==> src/rtl/fetch_ctrl.sv <==
// Instruction fetch controller: issues one word fetch at a time, holds the
// fetched word toward decode, and handles redirects, debug halt and failures.
module fetch_ctrl #(
    parameter logic [31:0] RESET_PC = 32'h0000_0000,
    parameter int          TIMEOUT  = 255
) (
    input  logic        clk,
    input  logic        rst_n,
    output logic        imem_req,
    output logic [31:0] imem_addr,
    input  logic        imem_ack,
    input  logic [31:0] imem_rdata,
    output logic        instr_valid,
    output logic [31:0] instr,
    output logic [31:0] instr_pc,
    input  logic        instr_ready,
    input  logic        redirect_valid,
    input  logic [31:0] redirect_pc,
    input  logic        debug_halt,
    input  logic        debug_fail,
    input  logic        resume,
    output logic        halted,
    output logic        failed,
    output logic [31:0] fetch_count
);

    localparam logic [31:0] TIMEOUT_W = 32'(TIMEOUT);

    typedef enum logic [2:0] {
        S_IDLE,
        S_FETCH,
        S_HOLD,
        S_DRAIN,
        S_HALT,
        S_FAIL
    } state_t;

    state_t      state_q, state_d;
    logic [31:0] pc_q, pc_d;
    logic [31:0] addr_q, addr_d;
    logic [31:0] instr_q, instr_d;
    logic [31:0] instr_pc_q, instr_pc_d;
    logic [31:0] count_q, count_d;
    logic [31:0] wd_q, wd_d;
    logic        halt_pend_q, halt_pend_d;
    logic        req_q, req_d;
    logic        valid_q, valid_d;
    logic        halted_q, halted_d;
    logic        failed_q, failed_d;

    logic        redir_bad;
    logic        transfer;
    logic        timeout;
    logic        halt_now;
    logic [31:0] wd_next;

    always_comb begin
        state_d     = state_q;
        pc_d        = pc_q;
        addr_d      = addr_q;
        instr_d     = instr_q;
        instr_pc_d  = instr_pc_q;
        count_d     = count_q;
        wd_d        = wd_q;
        halt_pend_d = halt_pend_q;

        redir_bad = redirect_valid && (redirect_pc[1:0] != 2'b00);
        transfer  = valid_q && instr_ready && !redirect_valid;
        wd_next   = wd_q + 32'd1;
        timeout   = req_q && !imem_ack && (wd_next == TIMEOUT_W);
        halt_now  = halt_pend_q || debug_halt;

        if (state_q == S_IDLE) begin
            state_d = S_FETCH;
            addr_d  = pc_q;
            wd_d    = '0;
        end else if (state_q == S_FAIL) begin
            state_d = S_FAIL;
        end else if (debug_fail || redir_bad || timeout) begin
            state_d = S_FAIL;
        end else begin
            if (redirect_valid) begin
                pc_d = redirect_pc;
            end
            if (req_q && !imem_ack) begin
                wd_d = wd_next;
            end
            case (state_q)
                S_FETCH: begin
                    if (imem_ack) begin
                        if (halt_now) begin
                            state_d     = S_HALT;
                            halt_pend_d = 1'b0;
                        end else if (redirect_valid) begin
                            state_d = S_FETCH;
                            addr_d  = pc_d;
                            wd_d    = '0;
                        end else begin
                            state_d    = S_HOLD;
                            instr_d    = imem_rdata;
                            instr_pc_d = pc_q;
                        end
                    end else if (halt_now || redirect_valid) begin
                        state_d     = S_DRAIN;
                        halt_pend_d = halt_now;
                    end
                end
                S_HOLD: begin
                    if (transfer) begin
                        pc_d    = pc_q + 32'd4;
                        count_d = count_q + 32'd1;
                    end
                    if (halt_now) begin
                        state_d     = S_HALT;
                        halt_pend_d = 1'b0;
                    end else if (redirect_valid || transfer) begin
                        state_d = S_FETCH;
                        addr_d  = pc_d;
                        wd_d    = '0;
                    end
                end
                S_DRAIN: begin
                    // The outstanding request keeps its address; only pc moves.
                    halt_pend_d = halt_now;
                    if (imem_ack) begin
                        if (halt_now) begin
                            state_d     = S_HALT;
                            halt_pend_d = 1'b0;
                        end else begin
                            state_d = S_FETCH;
                            addr_d  = pc_d;
                            wd_d    = '0;
                        end
                    end
                end
                S_HALT: begin
                    if (resume) begin
                        state_d = S_FETCH;
                        addr_d  = pc_d;
                        wd_d    = '0;
                    end
                end
                default: state_d = S_FAIL;
            endcase
        end

        req_d    = (state_d == S_FETCH) || (state_d == S_DRAIN);
        valid_d  = (state_d == S_HOLD);
        halted_d = (state_d == S_HALT);
        failed_d = (state_d == S_FAIL);
    end

    always_ff @(posedge clk or negedge rst_n) begin
        if (!rst_n) begin
            state_q     <= S_IDLE;
            pc_q        <= RESET_PC;
            addr_q      <= RESET_PC;
            instr_q     <= '0;
            instr_pc_q  <= '0;
            count_q     <= '0;
            wd_q        <= '0;
            halt_pend_q <= 1'b0;
            req_q       <= 1'b0;
            valid_q     <= 1'b0;
            halted_q    <= 1'b0;
            failed_q    <= 1'b0;
        end else begin
            state_q     <= state_d;
            pc_q        <= pc_d;
            addr_q      <= addr_d;
            instr_q     <= instr_d;
            instr_pc_q  <= instr_pc_d;
            count_q     <= count_d;
            wd_q        <= wd_d;
            halt_pend_q <= halt_pend_d;
            req_q       <= req_d;
            valid_q     <= valid_d;
            halted_q    <= halted_d;
            failed_q    <= failed_d;
        end
    end

    assign imem_req    = req_q;
    assign imem_addr   = addr_q;
    assign instr_valid = valid_q;
    assign instr       = instr_q;
    assign instr_pc    = instr_pc_q;
    assign halted      = halted_q;
    assign failed      = failed_q;
    assign fetch_count = count_q;

endmodule

==> config.mk <==
export PLATFORM = sky130hd
export DESIGN_NAME = fetch_ctrl
export DESIGN_NICKNAME = d
export VERILOG_FILES = /design/src/rtl/fetch_ctrl.sv
export SDC_FILE = /design/constraint.sdc
export NUM_CORES = 1
export LEC_CHECK = 0
export CORE_ASPECT_RATIO = 1.4
export CORE_MARGIN = 4
export CORE_UTILIZATION = 35
export CTS_BUF_LIST = sky130_fd_sc_hd__clkbuf_16
export DETAILED_ROUTE_END_ITERATION = 16
export DONT_BUFFER_PORTS = 1
export MAX_ROUTING_LAYER = met4
export PLACE_DENSITY_LB_ADDON = 0.12
export SETUP_SLACK_MARGIN = 0.2
export SLEW_MARGIN = 20
export SYNTH_ARGS = -nofsm -noshare
export SYNTH_HDL_FRONTEND = slang
export SYNTH_SLANG_ARGS = --single-unit
==> constraint.sdc <==
create_clock -name clk -period 8 [get_ports clk]
set_input_delay 0.8 -clock clk [delete_from_list [all_inputs] [get_ports clk]]
set_output_delay 0.8 -clock clk [all_outputs]
set_load 0.02 [all_outputs]
==> impl_metrics.csv, run 1 <==
group,metric,value,unit
yosys,netlist_area,0.0107,sq mm
placement,dpl.cell_count,1414,
timing,setup_tns,0,ps
clocking,cts.clk_slew.worst_paths,70,ps
yosys,syn_area_per_cell,9.70,sq um
global_routing,grt_first_pass_wirelength,49600,microns
setup_path,cp.arrival,4960,ps
pwr,leakagePower,0.00496,uW
final_layout,areaGrowthSynthToFinish,6.88,%
routing,vias,8144,
setup_path,rrSetupSlack,3380,ps
global_routing,grt_overflow,0,
routing,drc_errors,0,
floorplan,pin_count,204,
clocking,cts_tree,"built",
pwr,seqPwrFrac,53.2,%
yosys,synth_top_area_cell,"dfrtp_1",
timing,fmax,216,MHz
setup_path,crit_slowest_cell,"nand2_4",
final_layout,multi_input_area,0.00525,sq mm
yosys,syn_inst,1105,
final_layout,nFillCells,3033,
timing,worst_slew_pin_slew,938,ps
pwr,peakVddDrop,0.0000848,V
global_routing,grtUsageTotal,19.3,%
pwr,swShare,23.0,%
routing,vias_per_cell,5.64,
yosys,synth-seq-cells,200,
pwr,p_clk_share,45.0,%
routing,antenna_left,0,
global_routing,antenna_found_initial,0,
yosys,yosysWarningCount,0,
outcome,run_status,"complete, no violations",
placement,place_area,0.0109,sq mm
routing,wl_per_cell,21.6,microns
floorplan,design.core.area,0.0301,sq mm
pwr,intPower,1500,uW
setup_path,r2r-start,"wd_q[11]",
yosys,synth_nets,1181,
clocking,cts-buffers-inserted,17,
setup_path,crit_family,"simple AND/OR/NAND/NOR gates",
routing,dr.first_iter.drc_count,601,
pwr,p_switching,446,uW
yosys,synth_cell_types,70,
setup_path,worstPathCellList,"nand4_1, or4_4, or4_1, xor2_1, o2111ai_2, nor4_4, nor2_2, nand2_4, mux2_2",
floorplan,row_count,75,
placement,io_buffers,0,
timing,period_needed,4620,ps
setup_path,reg2regPathDepth,9,
clocking,clock-sinks,200,
yosys,async_flop_share,100,%
min_path,hold_class,"in -> async",
setup_path,cp-end-kind,"flip-flop",
timing,drv_slew,0,
yosys,synthFlopType,"dfrtp_1",
clocking,htree_levels,4,
setup_path,critPathMaxStageDelay,750,ps
yosys,yosysMostFrequentCell,"dfrtp_1",
final_layout,antenna_cells,0,
setup_path,rr_endpoint,"instr[22]",
clocking,clock_path_buffers,2,
clocking,cts_resized,0,
routing,dr.pass1.iters,5,
timing,clock_skew,14.2,ps
timing,post-route-period-util,57.7,%
final_layout,nets,1124,
final_layout,final_area,0.0115,sq mm
clocking,root_buffer,"clkbuf_16",
yosys,synth-edff-count,0,
floorplan,dieWidth,156,microns
global_routing,grt_pass1_vias,8076,
floorplan,initial_core_util,35.6,%
setup_path,worstPathMaxFanout,64,
setup_path,worst-path-buf-inv,0,
clocking,insertion_delay,460,ps
timing,hold_viol,0,
yosys,synth_area_leaders,"dfrtp_1 (47%), mux2_2 (6.4%), nand2_1 (3.9%), xnor2_1 (3.9%), nand3_1 (3.6%)",
timing,rsz0062_at_grt,"false",
yosys,synth-seq-area-share,46.7,%
global_routing,grt_max_degree,201,
timing,whs,48.4,ps
run,cap_violations,0,
pwr,pwr_density_cell,170,mW/mm^2
placement,dp.final_hpwl,21700,microns
setup_path,setup.worst_path.class,"reg -> reg",
clocking,cts_hold_buffers,0,
pwr,p_comb_share,1.8,%
yosys,synth_common_cells,"dfrtp_1 (200), nand2_1 (112), nand3_1 (77)",
setup_path,required,8340,ps
yosys,synth_top_area_share,46.7,%
clocking,cts_setup_buffers,0,
final_layout,drive_above_1_share,11.9,%
routing,wirelength,31200,microns
timing,max_slew_margin,37.5,%
setup_path,critPathLaunchType,"flip-flop",
final_layout,final_cells,1445,
floorplan,die_height,215,microns
floorplan,die_area,0.0335,sq mm
placement,routabilityCongestion,0.865,
timing,setup_viol,0,
final_layout,seq_area,0.00500,sq mm
## state kept, by name (all words and copies together) (netlist names)
register,cells
halted,1
imem_addr,32
failed,1
wd_q,32
state_q,3
halt_pend_q,1
pc_q,32
instr,32
instr_valid,1
fetch_count,32
instr_pc,32
imem_req,1
## cell type report
cell class / count / share of cell area (%)
well taps: 385 / 4.21
multi-input cells: 801 / 45.9
clock inverters: 14 / 1.28
inverters: 19 / 0.623
repair buffers: 9 / 0.590
clock buffers: 17 / 3.72
flip-flops and latches: 200 / 43.7
## routing by layer
| layer | share of wire, % | up-vias | GRT usage, % |
|---|---|---|---|
| met5 | 0 | - | - |
| met4 | 1.1 | 0 | 4.47 |
| met3 | 5.1 | 21 | 4.27 |
| met2 | 53 | 178 | 32.9 |
| met1 | 40 | 4072 | 23.2 |
| li1 | - | 3873 | - |
## power by group through the flow
stage               combinational (uW)  sequential (uW)  clock (uW)
global route                      40.4             1030         943
detailed placement                36.1             1050           0
global placement                  35.6             1050           0
finish                            35.5             1030         873
floorplan                         34.9             1050           0
CTS                               36.1             1030         905
## metrics by stage
step | power [uW] | setup WS, ps | util, %
after floorplan | 1080 | 4600 | -
after global placement | 1090 | 3170 | 36.1
after detailed placement | 1090 | 2960 | 36.1
after CTS | 1970 | 2930 | 38.0
after global routing | 2020 | 3040 | 38.0
final | 1940 | 3380 | 38.0
## worst register-to-register path: stages (launching register included)
cell and delay [ps]:
dfrtp_1 570, nand4_1 280, or4_4 530, or4_1 600
xor2_1 190, o2111ai_2 220, nor4_4 550, nor2_2 330
nand2_4 750, mux2_2 490
## worst max path at each step
stage	start	end	depth (start not counted)	slack, ps
4_1_cts	wd_q[0]	instr_pc[11]	10	2930
3_5_place_dp	wd_q[0]	instr_pc[11]	10	2960
6_report	wd_q[11]	instr[22]	9	3380
2_1_floorplan	imem_ack	wd_q[26]	10	4600
3_3_place_gp	wd_q[8]	instr_pc[17]	9	3170
5_1_grt	wd_q[1]	instr[16]	10	3040
## cells by family after synthesis
family	after synthesis	synth area share (%)
compound gates	196	12.4
xor+xnor	74	6.05
fa+ha+maj	4	0.467
buf+inv	104	4.53
flops	200	46.7
mux	76	7.87
simple gates	451	21.9
## layout by cell type, fill, tap and decap left out, types with 8 or more instances in the layout
master,count
a21o_1,9
a21oi_1,29
a221oi_1,8
a31oi_1,16
and2_1,12
and3_1,24
and4_1,8
buf_4,9
clkbuf_16,17
dfrtp_1,200
inv_1,20
mux2_2,61
mux2i_1,10
nand2_1,112
nand2b_1,9
nand3_1,77
nand4_1,29
nor2_1,72
nor2b_1,8
nor3_1,36
nor3b_1,9
nor4_1,16
o21ai_0,37
o22ai_1,24
o31ai_1,27
or3_1,8
or4_1,9
xnor2_1,48
xor2_1,26
(Power assumes the default switching activity.)
==> run 2, diff against run 1 <==
clock period = 4.8 ns   (was 8 ns; I/O delays follow)
==> impl_metrics.csv, run 2 (synthesis results as in run 1) <==
group,metric,value,unit
routing,vias_per_cell,5.68,
floorplan,row_count,75,
pwr,swShare,23.6,%
setup_path,worst-path-buf-inv,1,
routing,dr.pass1.iters,4,
placement,io_buffers,0,
floorplan,die_height,215,microns
setup_path,crit_family,"simple AND/OR/NAND/NOR gates",
routing,wl_per_cell,21.9,microns
clocking,cts.clk_slew.worst_paths,80,ps
timing,fmax,244,MHz
placement,place_area,0.0110,sq mm
setup_path,required,5150,ps
setup_path,worstPathMaxFanout,42,
clocking,cts_tree,"built",
routing,wirelength,31800,microns
outcome,violations,"negative hold slack",
setup_path,critPathMaxStageDelay,730,ps
run,cap_violations,0,
timing,fin_ws,699,ps
clocking,clock_path_buffers,2,
pwr,intPower,2390,uW
min_path,hold_class,"in -> async",
pwr,p_clk_share,43.1,%
pwr,peakVddDrop,0.000181,V
floorplan,dieWidth,156,microns
timing,drv_slew,0,
timing,clock_skew,15.8,ps
placement,dp.final_hpwl,22100,microns
pwr,leakagePower,0.00499,uW
placement,dpl.cell_count,1421,
timing,whs,-270,ps
outcome,run_status,"complete, but fails checks",
pwr,p_switching,739,uW
final_layout,nets,1131,
clocking,insertion_delay,460,ps
global_routing,grt_overflow,0,
timing,period_needed,4100,ps
floorplan,pin_count,204,
routing,dr.first_iter.drc_count,649,
routing,antenna_left,0,
timing,rsz0062_at_grt,"false",
final_layout,final_cells,1453,
final_layout,final_common_cell,"dfrtp_1",
setup_path,critPathLaunchType,"flip-flop",
floorplan,die_area,0.0335,sq mm
floorplan,design.core.area,0.0301,sq mm
timing,max_slew_margin,29.7,%
pwr,pwr_density_cell,272,mW/mm^2
setup_path,rrSetupSlack,700,ps
global_routing,grt_pass1_vias,8190,
clocking,cts-buffers-inserted,17,
routing,drc_errors,0,
setup_path,crit_slowest_cell,"or4_4",
final_layout,areaGrowthSynthToFinish,7.24,%
clocking,cts_setup_buffers,0,
clocking,clock-sinks,200,
timing,setup_tns,0,ps
global_routing,antenna_found_initial,0,
timing,hold_viol,200,
placement,routabilityCongestion,0.932,
pwr,p_comb_share,1.9,%
global_routing,grt_first_pass_wirelength,49900,microns
timing,post-route-period-util,85.4,%
global_routing,grt_max_degree,201,
final_layout,layout_common_cells,"dfrtp_1 (200), nand2_1 (111), nand3_1 (77), nor2_1 (73), mux2_2 (61)",
placement,place_ws,701,ps
pwr,seqPwrFrac,55.1,%
setup_path,cp-end-kind,"flip-flop",
timing,setup_viol,0,
setup_path,worstPathCellList,"ha_1, nand3_1, nor4_1, nand2_1, xnor2_1, a2111o_1, or4_4, a31oi_4, buf_12, nor3b_1, a21o_1",
clocking,root_buffer,"clkbuf_16",
final_layout,final_area,0.0115,sq mm
setup_path,setup.worst_path.class,"reg -> reg",
routing,vias,8246,
floorplan,initial_core_util,35.6,%
final_layout,antenna_cells,0,
setup_path,cp.arrival,4450,ps
global_routing,grtUsageTotal,19.5,%
final_layout,drive_above_1_share,12.5,%
clocking,cts_resized,0,
timing,worst_slew_pin_slew,1050,ps
clocking,htree_levels,4,
run 2: cell types whose count changed in the layout (fill, tap and decap cells not counted), sizes merged:
| cell | before | now |
|---|---|---|
| buf | 9 | 16 |
| bufinv | 2 | 0 |
| clkinvlp | 2 | 5 |
run 2: cell type report:
| type | instances | area, sq um |
|---|---|---|
| Clock buffer | 17 | 425 |
| Clock inverter | 15 | 108 |
| Fill cell | 3002 | 18600 |
| Inverter | 19 | 71.3 |
| Multi-Input combinational cell | 801 | 5250 |
| Sequential cell | 200 | 5000 |
| Tap cell | 385 | 482 |
| Timing Repair Buffer | 16 | 145 |
run 2: path summary, 6_finish.rpt:
| kind | startpoint | endpoint | cells after the start |
|---|---|---|---|
| setup / recovery | wd_q[0] | imem_addr[4] | 11 |
| hold / removal | rst_n | imem_addr[27] | 0 |
| setup reg to reg | wd_q[0] | imem_addr[4] | 11 |
| hold reg to reg | wd_q[31] | wd_q[31] | 1 |
| max in group asynchronous | rst_n | instr[8] | 0 |
| min in group clk | imem_rdata[10] | instr[10] | 1 |
run 2: power by group through the flow:
stage          Combinational (uW)  Sequential [uW]  Clock [uW]
6_report                     58.1             1720        1350
5_1_grt                      65.9             1720        1460
2_1_floorplan                58.1             1750           0
4_1_cts                      58.7             1720        1400
3_5_place_dp                 58.3             1760           0
3_3_place_gp                 57.7             1760           0
run 2: stage by stage:
step / hold slack [ps] / total power (uW) / utilization [%]
6_report: -270 / 3130 / 38.1
5_1_grt: -304 / 3250 / 38.1
2_1_floorplan: 184 / 1810 / -
3_3_place_gp: 195 / 1810 / 36.4
3_5_place_dp: 192 / 1810 / 36.4
4_1_cts: -318 / 3180 / 38.1
run 2: layer usage:
layer	wire length, microns	GRT usage, %	part of all wire [%]
met3	1680	4.21	5.3
met1	12600	22.7	40
met2	16600	32.8	52
met5	0	-	0
met4	962	7.42	3.0
==> run 3, diff against run 2 <==
clock period = 4.3 ns   (was 4.8 ns; I/O delays follow)
==> impl_metrics.csv, run 3 (synthesis results as in run 1) <==
group,metric,value,unit
outcome,run_status,"complete, but fails checks",
outcome,violations,"negative hold slack",
final_layout,nets,1140,
global_routing,grt_pass1_vias,8369,
min_path,hold_class,"in -> async",
pwr,p_total,3620,uW
final_layout,drive_above_1_share,13.6,%
timing,worst_slew_pin_slew,871,ps
floorplan,die_area,0.0335,sq mm
timing,setup_tns,0,ps
floorplan,design.core.area,0.0301,sq mm
placement,dp.final_hpwl,22500,microns
final_layout,multi_input_area,0.00527,sq mm
setup_path,cp.arrival,4370,ps
pwr,peakVddDrop,0.000179,V
timing,fmax,248,MHz
global_routing,grt_overflow,0,
floorplan,pin_count,204,
setup_path,setup.worst_path.class,"reg -> reg",
global_routing,grt_max_degree,201,
global_routing,top_usage_layer,"met2",
floorplan,initial_core_util,35.6,%
final_layout,areaGrowthSynthToFinish,8.60,%
setup_path,rrSetupSlack,270,ps
setup_path,cp-end-kind,"flip-flop",
routing,wirelength,32500,microns
final_layout,seq_area,0.00501,sq mm
clocking,cts_tree,"built",
global_routing,grtUsageTotal,20.1,%
setup_path,required,4640,ps
timing,drv_slew,0,
setup_path,reg2regPathDepth,9,
run,cap_violations,0,
routing,vias,8242,
timing,period_needed,4030,ps
setup_path,r2r-start,"wd_q[3]",
final_layout,final_area,0.0116,sq mm
routing,vias_per_cell,5.63,
placement,io_buffers,0,
timing,hold_viol,200,
timing,clock_skew,11.1,ps
setup_path,worstPathMaxFanout,13,
global_routing,grt_first_pass_wirelength,51200,microns
global_routing,antenna_found_initial,1,
floorplan,die_height,215,microns
routing,wl_per_cell,22.2,microns
timing,max_slew_margin,41.9,%
pwr,pwr_density_cell,311,mW/mm^2
setup_path,rr_endpoint,"wd_q[26]",
clocking,htree_levels,4,
timing,whs,-322,ps
pwr,leakagePower,0.00508,uW
routing,dr.first_iter.drc_count,506,
clocking,cts-buffers-inserted,17,
setup_path,critPathLaunchType,"flip-flop",
clocking,root_buffer,"clkbuf_16",
routing,drc_errors,0,
final_layout,nFillCells,2967,
routing,dr.pass1.iters,5,
clocking,insertion_delay,460,ps
global_routing,gr-usage-met1,23.0,%
timing,setup_viol,0,
placement,place_area,0.0110,sq mm
clocking,clock-sinks,200,
final_layout,layout_common_cells,"dfrtp_1 (199), nand2_1 (111), nand3_1 (76), nor2_1 (73), mux2_2 (61)",
global_routing,grtUsageMet3,4.77,%
clocking,clock_path_buffers,2,
floorplan,dieWidth,156,microns
final_layout,final_util,38.6,%
floorplan,row_count,75,
placement,routabilityCongestion,0.869,
timing,post-route-period-util,93.8,%
routing,antenna_left,0,
global_routing,grt_util_met2,34.9,%
timing,rsz0062_at_grt,"false",
clocking,cts.clk_slew.worst_paths,70,ps
final_layout,final_common_cell,"dfrtp_1",
-- run 3: metrics by stage --
stage                     std cells  setup WS [ps]  hold slack (ps)
after global routing           1463            213             -354
final                          1463            267             -322
after floorplan                1105            929              134
after detailed placement       1427            105              146
after global placement         1427            138              147
after CTS                      1462            208             -359
-- run 3: area by class of cell --
cell class	count	area share [%]
Clock buffer	17	3.66
Tap cell	385	4.14
Clock inverter	15	1.29
Sequential cell	200	43.0
Inverter	19	0.613
Multi-Input combinational cell	801	45.3
Timing Repair Buffer	25	1.97
Antenna cell	1	0.0215
-- run 3: critical path, cell delays in order, from the launching register on --
cell,delay [ps]
dfrtp_1,520
nand4_4,210
or4_4,690
o21a_1,220
a211oi_1,440
nand4_1,280
or4_4,730
and3_1,360
a21o_1,200
mux2_2,250
-- run 3: worst max-delay path by stage --
stage               cells after the start         to      from
global route                            9   wd_q[26]  wd_q[10]
global placement                       10  instr[28]  wd_q[10]
finish                                  9   wd_q[26]   wd_q[3]
floorplan                              11   wd_q[26]   wd_q[8]
detailed placement                     10   instr[9]   wd_q[7]
CTS                                    10    pc_q[4]  wd_q[11]
-- run 3: timing repair --
action | CTS | global route
setup buffers | 3 | 0
hold endpoints to repair | 200 | 200
gates resized for setup | 0 | 6
pin swaps | 1 | 0
setup endpoints to repair | 75 | 58
-- run 3: report_power, final --
| part | internal [uW] | switching [uW] |
|---|---|---|
| Sequential | 1890 | 28.8 |
| Combinational | 31.0 | 35.6 |
| Clock | 861 | 767 |
| Total | 2780 | 832 |
-- run 3: layer usage --
layer / vias to the layer above / wire, microns
met4: 0 / 597
met1: 4110 / 12800
met5: - / 0
li1: 3912 / -
met3: 37 / 1670
met2: 183 / 17500
